$ cat src/rtl/camera_frame_capture.sv
// rtl/camera_frame_capture.sv - captures one RGB565 camera frame into the frame RAM
//
// Oversamples the OV7670-style byte bus in the system clock domain and writes
// each accepted byte to the frame RAM write port. Reports the byte count of
// the last completed frame and pulses o_done when the frame ends.
//
// Parameters:
//   MAX_BYTES        RAM capacity in bytes; bytes beyond it are dropped
//   ADDR_W           address / byte-count width, 2^ADDR_W >= MAX_BYTES
// Ports:
//   i_clk, i_rst     system clock, asynchronous active-high reset
//   i_start          capture request, sampled only while idle
//   i_pclk, i_vsync, i_href, i_data   camera bus (sampled as data)
//   o_RAM_adress, o_RAM_data, o_RAM_we   frame RAM write port
//   o_BytesPerFrame  bytes written in the last completed frame
//   o_done           one-cycle pulse at frame end
//   o_busy           high whenever not idle
//   o_overflow       sticky, a byte was dropped for lack of RAM
// Optional feature:
//   CAPTURE_DECIMATE_EN  horizontal decimation by 2 (keeps pixels 0, 2, 4, ...)

module camera_frame_capture #(
    parameter int MAX_BYTES = 19200,
    parameter int ADDR_W    = 15
) (
    input  logic              i_clk,
    input  logic              i_rst,
    input  logic              i_start,
    input  logic              i_pclk,
    input  logic              i_vsync,
    input  logic              i_href,
    input  logic [7:0]        i_data,
    output logic [ADDR_W-1:0] o_RAM_adress,
    output logic [7:0]        o_RAM_data,
    output logic              o_RAM_we,
    output logic [ADDR_W-1:0] o_BytesPerFrame,
    output logic              o_done,
    output logic              o_busy,
    output logic              o_overflow
);

    typedef enum logic [1:0] {IDLE, WAIT_VS, CAPTURE, DONE} state_t;

    // One extra bit so the saturated address can equal MAX_BYTES even when
    // MAX_BYTES == 2^ADDR_W.
    localparam logic [ADDR_W:0] MAX_CNT = (ADDR_W+1)'(MAX_BYTES);

    state_t state, state_next;

    // [0],[1] form the synchroniser; [2] is the previous synchronised value
    // used for edge detection.
    logic [2:0] pclk_sr;
    logic [2:0] vsync_sr;
    logic [1:0] href_sr;
    // Data runs through the same three stages as pclk so the byte taken on
    // a detected rising edge is the one that was on the bus at that edge.
    logic [7:0] data_d1, data_d2, data_d3;

    logic [ADDR_W:0] addr, addr_next;
    logic            pe, vf, vr, href_s;
    logic            accept, keep, wr, drop;

    always_ff @(posedge i_clk or posedge i_rst) begin
        if (i_rst) begin
            pclk_sr  <= '0;
            vsync_sr <= '0;
            href_sr  <= '0;
            data_d1  <= '0;
            data_d2  <= '0;
            data_d3  <= '0;
        end else begin
            pclk_sr  <= {pclk_sr[1:0], i_pclk};
            vsync_sr <= {vsync_sr[1:0], i_vsync};
            href_sr  <= {href_sr[0], i_href};
            data_d1  <= i_data;
            data_d2  <= data_d1;
            data_d3  <= data_d2;
        end
    end

    assign pe     = pclk_sr[1] & ~pclk_sr[2];
    assign vf     = ~vsync_sr[1] & vsync_sr[2];
    assign vr     = vsync_sr[1] & ~vsync_sr[2];
    assign href_s = href_sr[1];

    assign accept = (state == CAPTURE) && pe && href_s;

`ifdef CAPTURE_DECIMATE_EN
    // Counts every byte of the line; bit 1 selects the even pixels
    // (bytes 0,1 kept, 2,3 skipped, ...).
    logic [1:0] line_cnt;

    always_ff @(posedge i_clk or posedge i_rst) begin
        if (i_rst) begin
            line_cnt <= '0;
        end else if (state == IDLE && i_start) begin
            line_cnt <= '0;
        end else if (!href_s) begin
            line_cnt <= '0;
        end else if (accept) begin
            line_cnt <= line_cnt + 2'd1;
        end
    end

    assign keep = ~line_cnt[1];
`else
    assign keep = 1'b1;
`endif

    assign wr        = accept && keep && (addr < MAX_CNT);
    assign drop      = accept && keep && !(addr < MAX_CNT);
    assign addr_next = wr ? addr + 1'b1 : addr;

    always_ff @(posedge i_clk or posedge i_rst) begin
        if (i_rst) begin
            state <= IDLE;
        end else begin
            state <= state_next;
        end
    end

    always_comb begin
        state_next = state;
        case (state)
            IDLE:    if (i_start) state_next = WAIT_VS;
            WAIT_VS: if (vf)      state_next = CAPTURE;
            CAPTURE: if (vr)      state_next = DONE;
            DONE:                 state_next = IDLE;
            default:              state_next = IDLE;
        endcase
    end

    always_ff @(posedge i_clk or posedge i_rst) begin
        if (i_rst) begin
            addr            <= '0;
            o_RAM_adress    <= '0;
            o_RAM_data      <= '0;
            o_RAM_we        <= 1'b0;
            o_BytesPerFrame <= '0;
            o_overflow      <= 1'b0;
        end else begin
            o_RAM_we <= 1'b0;
            if (state == IDLE && i_start) begin
                addr       <= '0;
                o_overflow <= 1'b0;
            end else begin
                if (wr) begin
                    o_RAM_we     <= 1'b1;
                    o_RAM_adress <= addr[ADDR_W-1:0];
                    o_RAM_data   <= data_d3;
                end
                if (drop) begin
                    o_overflow <= 1'b1;
                end
                addr <= addr_next;
                // addr_next already includes a byte arriving in the same cycle.
                if (state == CAPTURE && vr) begin
                    o_BytesPerFrame <= addr_next[ADDR_W-1:0];
                end
            end
        end
    end

    assign o_done = (state == DONE);
    assign o_busy = (state != IDLE);

endmodule

$ cat config.mk
export PLATFORM = sky130hd
export DESIGN_NAME = camera_frame_capture
export DESIGN_NICKNAME = d
export VERILOG_FILES = /design/src/rtl/camera_frame_capture.sv
export SDC_FILE = /design/constraint.sdc
export NUM_CORES = 1
export LEC_CHECK = 0
export BUFFER_PORTS_ARGS = -buffer_cell sky130_fd_sc_hd__buf_2
export CORE_UTILIZATION = 35
export CTS_CLUSTER_SIZE = 30
export DETAILED_ROUTE_END_ITERATION = 8
export PLACE_DENSITY = 0.54
export SLEW_MARGIN = 20
export SYNTH_ARGS = -nofsm -noshare
export SYNTH_HDL_FRONTEND = slang
export SYNTH_SLANG_ARGS = --single-unit
$ cat constraint.sdc
create_clock -name i_clk -period 6.9 [get_ports i_clk]
set_clock_uncertainty 0.15 [all_clocks]
set_input_delay 1.38 -clock i_clk [delete_from_list [all_inputs] [get_ports i_clk]]
set_output_delay 1.38 -clock i_clk [all_outputs]
set_load 0.02 [all_outputs]
==> results of run 1 <==
## final cells by class
type | instances | area [um^2] | share of cell area
inverters | 8 | 31.28 | 0.007608
multi-input cells | 159 | 1120 | 0.2724
well taps | 133 | 166.4 | 0.04047
repair buffers | 59 | 305.3 | 0.07425
clock inverters | 6 | 112.6 | 0.02739
flip-flops and latches | 90 | 2252 | 0.5478
clock buffers | 9 | 123.9 | 0.03013
## per-layer routing
metal  track usage  part of all wire  vias up
met2        0.2131              0.47       45
met4       0.06800             0.018        0
li1              -                 -     1094
met3       0.04693             0.046       12
met5             0                 0        -
met1        0.1800              0.46     1117
## cell families (layout without fill, tap and decap cells)
family          count (synthesis)  in the layout  share of synthesized area
flops                          90             90                     0.6472
simple gates                   81             81                     0.1287
compound gates                 48             48                    0.09529
mux                            24             24                    0.07731
buf+inv                        23             82                    0.03092
xor+xnor                        1              1                   0.002518
fa+ha+maj                       5              5                    0.01798
## stage by stage
stage | instance area (um^2) | power (W) | cells | setup WS, ns | utilization
after floorplan | 3480 | 0.0009387 | 272 | 3.035 | -
after global placement | 3867 | 0.001064 | 448 | 3.454 | 0.3994
after detailed placement | 3867 | 0.001073 | 448 | 3.402 | 0.3994
after CTS | 4104 | 0.001500 | 463 | 3.751 | 0.4238
after global routing | 4111 | 0.001572 | 464 | 3.521 | 0.4245
final | 4111 | 0.001474 | 464 | 3.755 | 0.4245
## flip-flops by register name (all words and copies together) (netlist names)
signal           count
state                2
vsync_sr             3
addr                16
o_BytesPerFrame     15
pclk_sr              3
data_d3              8
data_d1              8
data_d2              8
o_RAM_adress        15
o_RAM_data           8
href_sr              2
o_overflow           1
o_RAM_we             1
## cell usage in the layout, fill, tap and decap left out, types with 6 or more instances in the layout
cell / synthesis / final
a21oi_1: 15 / 15
or3_1: 7 / 7
nand4_1: 6 / 6
inv_1: 8 / 7
o21ai_0: 9 / 9
or4_1: 10 / 10
mux2_2: 23 / 23
dfrtp_1: 90 / 90
buf_2: 5 / 55
nand2_1: 15 / 15
clkbuf_8: 0 / 9
o211ai_1: 8 / 8
nand3_1: 12 / 12
nor2_1: 15 / 15
## worst min-delay path by stage
stage / start / endpoint / slack (ns) / cells after the start
finish: data_d1[7]$_DFF_PP0_ / data_d2[7]$_DFF_PP0_ / 0.20 / 0
detailed placement: data_d2[2]$_DFF_PP0_ / data_d3[2]$_DFF_PP0_ / 0.18 / 0
global route: data_d1[1]$_DFF_PP0_ / data_d2[1]$_DFF_PP0_ / 0.21 / 0
floorplan: data_d1[0]$_DFF_PP0_ / data_d2[0]$_DFF_PP0_ / 0.18 / 0
CTS: pclk_sr[0]$_DFF_PP0_ / pclk_sr[1]$_DFF_PP0_ / 0.20 / 0
global placement: data_d1[6]$_DFF_PP0_ / data_d2[6]$_DFF_PP0_ / 0.18 / 0
## power breakdown
part / switching (W) / internal [W] / leakage (nW)
combinational: 0.000236 / 0.000137 / 0.679
clock: 0.000181 / 0.000240 / 0.120
sequential: 0.0000542 / 0.000625 / 1.15
total: 0.000472 / 0.00100 / 1.94
==> flow_metrics.py, run 1 <==
metrics = {
    "status": {
        "outcome": "finished clean",
    },
    "setup_path": {
        "worst-path-buf-inv": 2,
        "worstPathMaxFanout": 22,
        "worst-setup-path-type": "reg2reg",
        "endpoint_kind": "register",
        "worstPathArrival_ns": 3.23,
        "rrSetupSlack_ns": 3.76,
        "cp.depth": 7,
        "rr_worst_depth": 7,
        "cp.required_ns": 6.99,
        "cp_slowest_cell": "nor2_2",
        "r2r-start": "state[0]$_DFFE_PP0P_",
        "max_stage_delay_ns": 0.58,
        "path_cells": "inv_1 > ha_1 > and4b_1 > o2111ai_4 > nor2_2 > buf_4 > mux2_2",
        "startpoint_type": "register",
        "crit_path_end": "o_RAM_adress[9]$_DFFE_PP0P_",
        "timing.rr.end": "o_RAM_adress[9]$_DFFE_PP0P_",
        "crit_family": "simple AND/OR/NAND/NOR gates",
        "cp-startpoint": "state[0]$_DFFE_PP0P_",
    },
    "grt": {
        "grt_max_degree": 62,
        "first_global_vias": 2195,
        "grt_pass1_wl_um": 10880,
        "antenna_found_initial": 0,
        "overflow": 0,
        "grt_usage": 0.1403,
    },
    "job": {
        "maxCapViolCount": 0,
    },
    "finish": {
        "antenna_cells": 0,
        "drive_gt1_frac": 0.3112,
        "finalNetCount": 346,
        "syn2layout_area_growth_pct": 18.16,
        "nFillCells": 942,
    },
    "die": {
        "dieWidth_um": 101.7,
        "num_rows": 36,
        "initial_core_util": 0.3593,
        "pin_count": 56,
        "die_h_um": 101.7,
        "design.core.area_um2": 9684,
        "dieArea_um2": 10340,
    },
    "placed_design": {
        "place_congestion": 0.7203,
        "hpwl_um": 4451,
        "port_buffers": 55,
    },
    "synth": {
        "synthFlopType": "dfrtp_1",
        "yosys_warnings": 0,
        "ys_seq_area_frac": 0.6472,
        "synth_common_cells": "90 x dfrtp_1, 23 x mux2_2, 15 x a21oi_1, 15 x nand2_1, 15 x nor2_1",
        "synth_top_cells_by_area": "dfrtp_1 65%, mux2_2 7.4%, a21oi_1 2.2%, or4_1 2.2%, ha_1 1.8%",
        "async_flop_share": 1.000,
        "postSynthCellCount": 272,
        "post-synth-top-count-cell": "dfrtp_1",
        "syn_avg_cell_area_um2": 12.79,
        "ys_seq_elements": 90,
        "synth_edf_count": 0,
        "ys_types": 39,
        "syn-num-nets": 291,
        "synth_area_um2": 3480,
        "synth_top_cell_area_share": 0.6472,
        "yosys.area.top_type": "dfrtp_1",
    },
    "route": {
        "wire_per_inst_um": 14.16,
        "ant_nets": 0,
        "dr.pass1.iters": 4,
        "drt-total-wl_um": 6569,
        "drc_errors": 0,
        "routed_via_density": 4.888,
        "first_iter_violations": 93,
        "num_vias": 2268,
    },
    "clocking": {
        "htree_levels": 3,
        "clkTransAtPathRegs_ns": 0.08,
        "cts_buffers": 9,
        "cts_root_buf": "clkbuf_8",
        "postCtsSetupBuffers": 0,
        "cts.sinks": 90,
        "cts_tree": "yes",
        "cts_buffer_depth": 2,
        "cts_hold_buf": 0,
        "cts_resized": 0,
        "clk_latency_ns": 0.36,
    },
    "sta": {
        "fmax_mhz": 318.0,
        "worst_hold_slack_ns": 0.2019,
        "setup_viol": 0,
        "slew_headroom": 0.4759,
        "rsz0062_at_grt": "false",
        "fin_setup_tns_ns": 0,
        "timing.final.crit_share": 0.4558,
        "period_needed_ns": 3.145,
        "tightest_slew_ns": 0.7861,
        "hold_violations": 0,
        "maxSlewViolCount": 0,
    },
    "power": {
        "vdd_ir_drop_max_mv": 0.1243,
        "leakage_nw": 1.945,
        "p_per_area_nw_per_um2": 358.6,
    },
    "hold_path": {
        "hold_path.class": "reg2reg",
    },
}
No activity file was read; power rests on OpenSTA's default activity.
==> run 2: changes to the inputs <==
--- a/config.mk
+++ b/config.mk
@@ -5,11 +5,12 @@
 export SDC_FILE = /design/constraint.sdc
 export NUM_CORES = 1
 export LEC_CHECK = 0
+export ABC_AREA = 1
 export BUFFER_PORTS_ARGS = -buffer_cell sky130_fd_sc_hd__buf_2
 export CORE_UTILIZATION = 35
 export CTS_CLUSTER_SIZE = 30
 export DETAILED_ROUTE_END_ITERATION = 8
-export PLACE_DENSITY = 0.54
+export PLACE_DENSITY = 0.56
 export SLEW_MARGIN = 20
 export SYNTH_ARGS = -nofsm -noshare
 export SYNTH_HDL_FRONTEND = slang
==> constraint.sdc (replaced) <==
create_clock -name i_clk -period 2.6 [get_ports i_clk]
set_clock_uncertainty 0.15 [all_clocks]
set_input_delay 0.52 -clock i_clk [delete_from_list [all_inputs] [get_ports i_clk]]
set_output_delay 0.52 -clock i_clk [all_outputs]
set_load 0.02 [all_outputs]
==> run 2 against run 1 <==
  * Final cell count increased by 25%
  * Combinational power grew to 3.0 times the previous value
  * Worst setup slack got worse by 3.3 ns
  * Register-to-register slack worse by 3.3 ns
  * Sequential power grew to 2.7 times the previous value
  * First-iteration DRC count grew 51%
  * Via count up 13%
  * Non-clock buffer count stayed put
  * Die area grew 1.8%
  * Largest power group unchanged
  * Clock power is 140% higher
  * Global-route usage grew 0.98 points
==> flow_metrics.py, run 2 <==
metrics = {
    "status": {
        "outcome": "finished clean",
    },
    "setup_path": {
        "startpoint_type": "register",
        "cp.required_ns": 2.70,
        "endpoint_kind": "register",
        "worstPathMaxFanout": 28,
        "worstPathArrival_ns": 2.26,
        "r2r-start": "state[0]$_DFFE_PP0P_",
        "cp-startpoint": "state[0]$_DFFE_PP0P_",
        "worst-setup-path-type": "reg2reg",
    },
    "finish": {
        "top_register": "addr",
        "nFillCells": 980,
        "mostFrequentLayoutCells": "150 x nand2_1, 90 x dfrtp_1, 55 x buf_2, 30 x nor2_1, 26 x inv_1",
        "drive_gt1_frac": 0.2022,
        "fin_util": 0.4293,
        "antenna_cells": 0,
        "final_area_um2": 4197,
        "finalNetCount": 459,
        "reg.largest.list": "addr x16, o_BytesPerFrame x15, o_RAM_adress x15",
        "mostFrequentLayoutCell": "nand2_1",
        "largest_reg_flops": 16,
        "syn2layout_area_growth_pct": 18.47,
    },
    "sta": {
        "maxSlewViolCount": 0,
        "fin_setup_tns_ns": 0,
        "timing.final.crit_share": 0.8315,
        "slew_headroom": 0.6482,
        "setup_viol": 0,
        "period_needed_ns": 2.162,
        "hold_violations": 0,
        "tightest_slew_ns": 0.5244,
        "fmax_mhz": 462.6,
        "rsz0062_at_grt": "false",
    },
    "clocking": {
        "cts_tree": "yes",
        "clk_latency_ns": 0.35,
        "cts_root_buf": "clkbuf_8",
        "cts_hold_buf": 0,
        "cts_buffer_depth": 2,
        "clkTransAtPathRegs_ns": 0.10,
        "cts_buffers": 9,
        "cts.sinks": 90,
        "htree_levels": 3,
    },
    "power": {
        "p_seq_frac": 0.466,
        "vdd_ir_drop_max_mv": 0.5017,
        "clkPwrFrac": 0.256,
        "p_per_area_nw_per_um2": 948.7,
        "power.switching_w": 0.001458,
        "power_frac_comb": 0.278,
        "p_int_w": 0.002523,
        "switching_share": 0.3663,
        "leakage_nw": 2.224,
        "power_w": 0.003981,
    },
    "synth": {
        "synth_top_cell_area_share": 0.6358,
        "syn-num-nets": 397,
        "async_flop_share": 1.000,
        "ys_types": 25,
        "yosys.area_share.simple": 0.2483,
        "yosys.area.top_type": "dfrtp_1",
        "syn_avg_cell_area_um2": 9.371,
        "post-synth-top-count-cell": "nand2_1",
        "ys_seq_area_frac": 0.6358,
        "synth_area_um2": 3542,
        "postSynthCellCount": 378,
        "synth_top_family_by_area": "simple AND/OR/NAND/NOR gates",
        "ys_seq_elements": 90,
        "synth_common_cells": "150 x nand2_1, 90 x dfrtp_1, 30 x nor2_1",
        "synthFlopType": "dfrtp_1",
        "yosys_warnings": 0,
        "synth_top_cells_by_area": "dfrtp_1 64%, nand2_1 16%, nand3_1 3.5%, nor2_1 3.2%, inv_1 2.9%",
        "synth_edf_count": 0,
        "synthAdderAreaFrac": 0.01766,
        "synth-compound-area-share": 0.04557,
        "synth.mux.area_fraction": 0,
        "synth_xor_area_frac": 0.002473,
    },
    "die": {
        "dieWidth_um": 102.6,
        "pin_count": 56,
        "initial_core_util": 0.3624,
        "dieArea_um2": 10530,
        "die_h_um": 102.6,
        "design.core.area_um2": 9774,
        "num_rows": 36,
    },
    "grt": {
        "antenna_found_initial": 0,
        "grt_max_degree": 91,
        "grt_usage": 0.1500,
        "first_global_vias": 2455,
        "grt_pass1_wl_um": 11880,
        "overflow": 0,
    },
    "placed_design": {
        "hpwl_um": 4897,
        "port_buffers": 55,
        "place_congestion": 0.8991,
        "place_area_um2": 3974,
    },
    "hold_path": {
        "hold_path.startpoint": "i_data[6]",
        "hold_path.class": "in2reg",
    },
    "route": {
        "first_iter_violations": 140,
        "drt-total-wl_um": 6992,
        "ant_nets": 0,
        "dr.pass1.iters": 5,
        "num_vias": 2559,
        "routed_via_density": 4.427,
        "drc_errors": 0,
        "wire_per_inst_um": 12.10,
    },
    "job": {
        "maxCapViolCount": 0,
    },
}
## run 2: changes by cell type after synthesis, moves of 6 or more
cell | before | now
o211ai_1 | 8 | 1
or3_1 | 7 | 0
nand2_1 | 15 | 150
a21oi_1 | 15 | 8
o21ai_1 | 0 | 7
or4_1 | 10 | 0
nor2_1 | 15 | 30
mux2_2 | 23 | 0
inv_1 | 8 | 27
nand3_1 | 12 | 25
clkbuf_1 | 8 | 2
## run 2: cell type report
| class | count | area (um^2) | share of cell area |
|---|---|---|---|
| Sequential cell | 90 | 2252 | 0.5367 |
| Multi-Input combinational cell | 248 | 1117 | 0.2662 |
| Timing Repair Buffer | 59 | 317.8 | 0.07573 |
| Tap cell | 133 | 166.4 | 0.03965 |
| Inverter | 32 | 125.1 | 0.02982 |
| Clock buffer | 9 | 123.9 | 0.02952 |
| Clock inverter | 7 | 93.84 | 0.02236 |
## run 2: kinds of logic after synthesis
family	count (synthesis)
XOR/XNOR	1
AO/OA/AOI/OAI	28
buffers and inverters	40
AND/OR/NAND/NOR	214
flip-flops	90
adder cells (fa/ha/maj)	5
## run 2: final timing paths
kind	endpoint	slack, ns	cells after the start
worst min register to register	data_d3[4]$_DFF_PP0_	0.20	0
worst min-delay path	data_d1[6]$_DFF_PP0_	0.11	1
worst max register to register	o_RAM_adress[2]$_DFFE_PP0P_	0.44	10
worst max-delay path	o_RAM_adress[2]$_DFFE_PP0P_	0.44	10
max in group asynchronous	addr[4]$_DFF_PP0_	1.80	3
min in group asynchronous	data_d1[1]$_DFF_PP0_	0.13	3
## run 2: metal layers
metal,track usage,vias to the layer above,part of all wire
met2,0.2328,63,0.45
met5,0,-,0
li1,-,1296,-
met1,0.2062,1196,0.49
met4,0.04725,0,0.0073
met3,0.03932,4,0.050
## run 2: critical path, cell delays in order (launching register included)
cell     delay [ns]
dfrtp_1        0.42
inv_1          0.11
ha_1           0.23
nand2_2        0.08
nor2_4         0.22
inv_2          0.12
nor2_8         0.17
nand2_4        0.20
buf_4          0.24
nand2_1        0.06
o21ai_1        0.06
## run 2: power by group through the flow
stage	combinational, W	clock (W)	sequential, W
floorplan	0.000472	0	0.00214
detailed placement	0.00112	0	0.00188
global placement	0.00110	0	0.00188
finish	0.00111	0.00102	0.00185
global route	0.00123	0.00112	0.00190
CTS	0.00112	0.00105	0.00186
## run 2: metrics by stage
step | setup slack (ns) | hold WS, ns | instances
2_1_floorplan | 0.7450 | 0.1812 | 378
3_3_place_gp | 0.3432 | 0.1814 | 562
3_5_place_dp | 0.2198 | 0.1847 | 562
4_1_cts | 0.2075 | 0.1001 | 578
5_1_grt | 0.2235 | 0.08479 | 578
6_report | 0.4381 | 0.1140 | 578
## run 2: what timing repair did
item                                    in CTS  in global routing
endpoints found under the setup margin       0                  1
resized for setup                            0                  1
setup buffers                                0                  0
==> run 3: changes to the inputs <==
==> constraint.sdc (replaced) <==
create_clock -name i_clk -period 1.85 [get_ports i_clk]
set_clock_uncertainty 0.15 [all_clocks]
set_input_delay 0.37 -clock i_clk [delete_from_list [all_inputs] [get_ports i_clk]]
set_output_delay 0.37 -clock i_clk [all_outputs]
set_load 0.02 [all_outputs]
==> run 3 against run 2 <==
  * Non-clock buffer count increased by 26
  * Flip-flop and latch count unchanged
  * Count of clock-buffer cells in the layout unchanged
  * Wire length increased by 8.1%
  * Worst setup slack got worse by 0.39 ns
  * Sequential share of layout area decreased by 3.2 points
  * Final cell count increased by 4.5%
  * Clock power increased by 25%
  * Hold slack improved by 0.089 ns
  * Critical path depth decreased by 6
==> flow_metrics.py, run 3 (synthesis results as in run 2) <==
metrics = {
    "route": {
        "dr.pass1.iters": 4,
        "ant_nets": 0,
        "num_vias": 2671,
        "wire_per_inst_um": 12.51,
        "drt-total-wl_um": 7555,
        "first_iter_violations": 111,
        "routed_via_density": 4.422,
        "drc_errors": 0,
    },
    "placed_design": {
        "place_congestion": 0.8465,
        "place_inst": 570,
        "place_area_um2": 4049,
        "dp_slack_ns": -0.06897,
        "hpwl_um": 5075,
        "port_buffers": 55,
    },
    "finish": {
        "nFillCells": 968,
        "largest_reg_flops": 16,
        "drive_gt1_frac": 0.2335,
        "reg.largest.list": "addr x16, o_BytesPerFrame x15, o_RAM_adress x15",
        "finalNetCount": 485,
        "mostFrequentLayoutCell": "nand2_1",
        "antenna_cells": 0,
        "top_register": "addr",
        "mostFrequentLayoutCells": "149 x nand2_1, 90 x dfrtp_1, 55 x buf_2, 29 x nor2_1, 25 x nand3_1",
        "final_area_um2": 4467,
        "syn2layout_area_growth_pct": 26.10,
        "final_cells": 604,
    },
    "clocking": {
        "cts.sinks": 90,
        "cts_buffer_depth": 2,
        "cts_tree": "yes",
        "cts_buffers": 9,
        "clkTransAtPathRegs_ns": 0.10,
        "clk_latency_ns": 0.36,
        "htree_levels": 3,
        "cts_root_buf": "clkbuf_8",
    },
    "power": {
        "leakage_nw": 2.353,
        "power_w": 0.005590,
        "vdd_ir_drop_max_mv": 0.6388,
        "p_per_area_nw_per_um2": 1251,
    },
    "setup_path": {
        "worstPathArrival_ns": 1.28,
        "worst-setup-path-type": "reg2out",
        "cp.required_ns": 1.33,
        "worstPathMaxFanout": 3,
        "startpoint_type": "register",
        "endpoint_kind": "primary output",
    },
    "grt": {
        "grt_pass1_wl_um": 12080,
        "grt_max_degree": 91,
        "first_global_vias": 2555,
        "antenna_found_initial": 0,
        "overflow": 0,
        "grt_usage": 0.1531,
    },
    "sta": {
        "hold_violations": 0,
        "slew_headroom": 0.6638,
        "rsz0062_at_grt": "true",
        "maxSlewViolCount": 0,
        "fin_setup_tns_ns": 0,
        "tightest_slew_ns": 0.5042,
        "worst_slack_ns": 0.05112,
        "timing.final.crit_share": 0.9724,
        "period_needed_ns": 1.799,
        "setup_viol": 0,
        "fmax_mhz": 555.9,
    },
    "die": {
        "die_h_um": 102.6,
        "num_rows": 36,
        "design.core.area_um2": 9774,
        "initial_core_util": 0.3624,
        "pin_count": 56,
        "dieArea_um2": 10530,
        "dieWidth_um": 102.6,
    },
    "status": {
        "outcome": "finished clean",
    },
    "job": {
        "maxCapViolCount": 0,
    },
    "hold_path": {
        "hold_path.class": "reg2reg",
    },
}
run 3: worst max-delay path: stages (launching register included):
cell	delay, ns
dfrtp_1	0.40
inv_2	0.10
ha_2	0.20
inv_1	0.07
buf_2	0.16
run 3: where the power goes:
part | total [W] | leakage (nW) | internal (W) | switching [W]
Clock | 0.00127 | 0.0907 | 0.000521 | 0.000747
Sequential | 0.00260 | 1.16 | 0.00237 | 0.000224
Combinational | 0.00172 | 1.10 | 0.000613 | 0.00111
run 3: worst paths after layout:
| path | from | end | slack [ns] | depth (start not counted) |
|---|---|---|---|---|
| worst max-delay path | state[0]$_DFFE_PP0P_ | o_busy | 0.05 | 4 |
| worst min-delay path | data_d2[1]$_DFF_PP0_ | data_d3[1]$_DFF_PP0_ | 0.20 | 0 |
| worst max register to register | state[1]$_DFFE_PP0P_ | o_BytesPerFrame[10]$_DFFE_PP0P_ | 0.09 | 10 |
| worst min register to register | data_d2[1]$_DFF_PP0_ | data_d3[1]$_DFF_PP0_ | 0.20 | 0 |
| max in group asynchronous | i_rst | addr[10]$_DFF_PP0_ | 0.62 | 4 |
| min in group asynchronous | i_rst | data_d1[2]$_DFF_PP0_ | 0.49 | 4 |
run 3: stage by stage:
| step | hold slack, ns | utilization |
|---|---|---|
| final | 0.2033 | 0.4570 |
| after global routing | 0.2139 | 0.4570 |
| after CTS | 0.2050 | 0.4480 |
| after detailed placement | 0.1855 | 0.4142 |
| after global placement | 0.1816 | 0.4142 |
| after floorplan | 0.1812 | - |
run 3: per-layer routing:
metal	routed length, um	track usage	up-vias	part of all wire
li1	-	-	1349	-
met1	3627	0.2140	1268	0.48
met2	3520	0.2359	47	0.47
met3	326	0.03797	7	0.043
met4	81	0.04615	0	0.011
met5	0	0	-	0
run 3: cell type report:
type                            count  area [um^2]  share of cell area
Clock buffer                        9        123.9             0.02773
Inverter                           32        128.9             0.02885
Sequential cell                    90         2252              0.5042
Tap cell                          133        166.4             0.03726
Timing Repair Buffer               85        594.3              0.1331
Multi-Input combinational cell    248         1137              0.2546
Clock inverter                      7        63.81             0.01429
run 3: repair_timing:
item / CTS / global route
gates cloned: 0 / 2
hold endpoints to repair: 42 / 0
hold buffers: 12 / 0
pin swaps: 1 / 0
setup endpoints to repair: 16 / 40
resized for setup: 0 / 10
setup buffers: 3 / 1
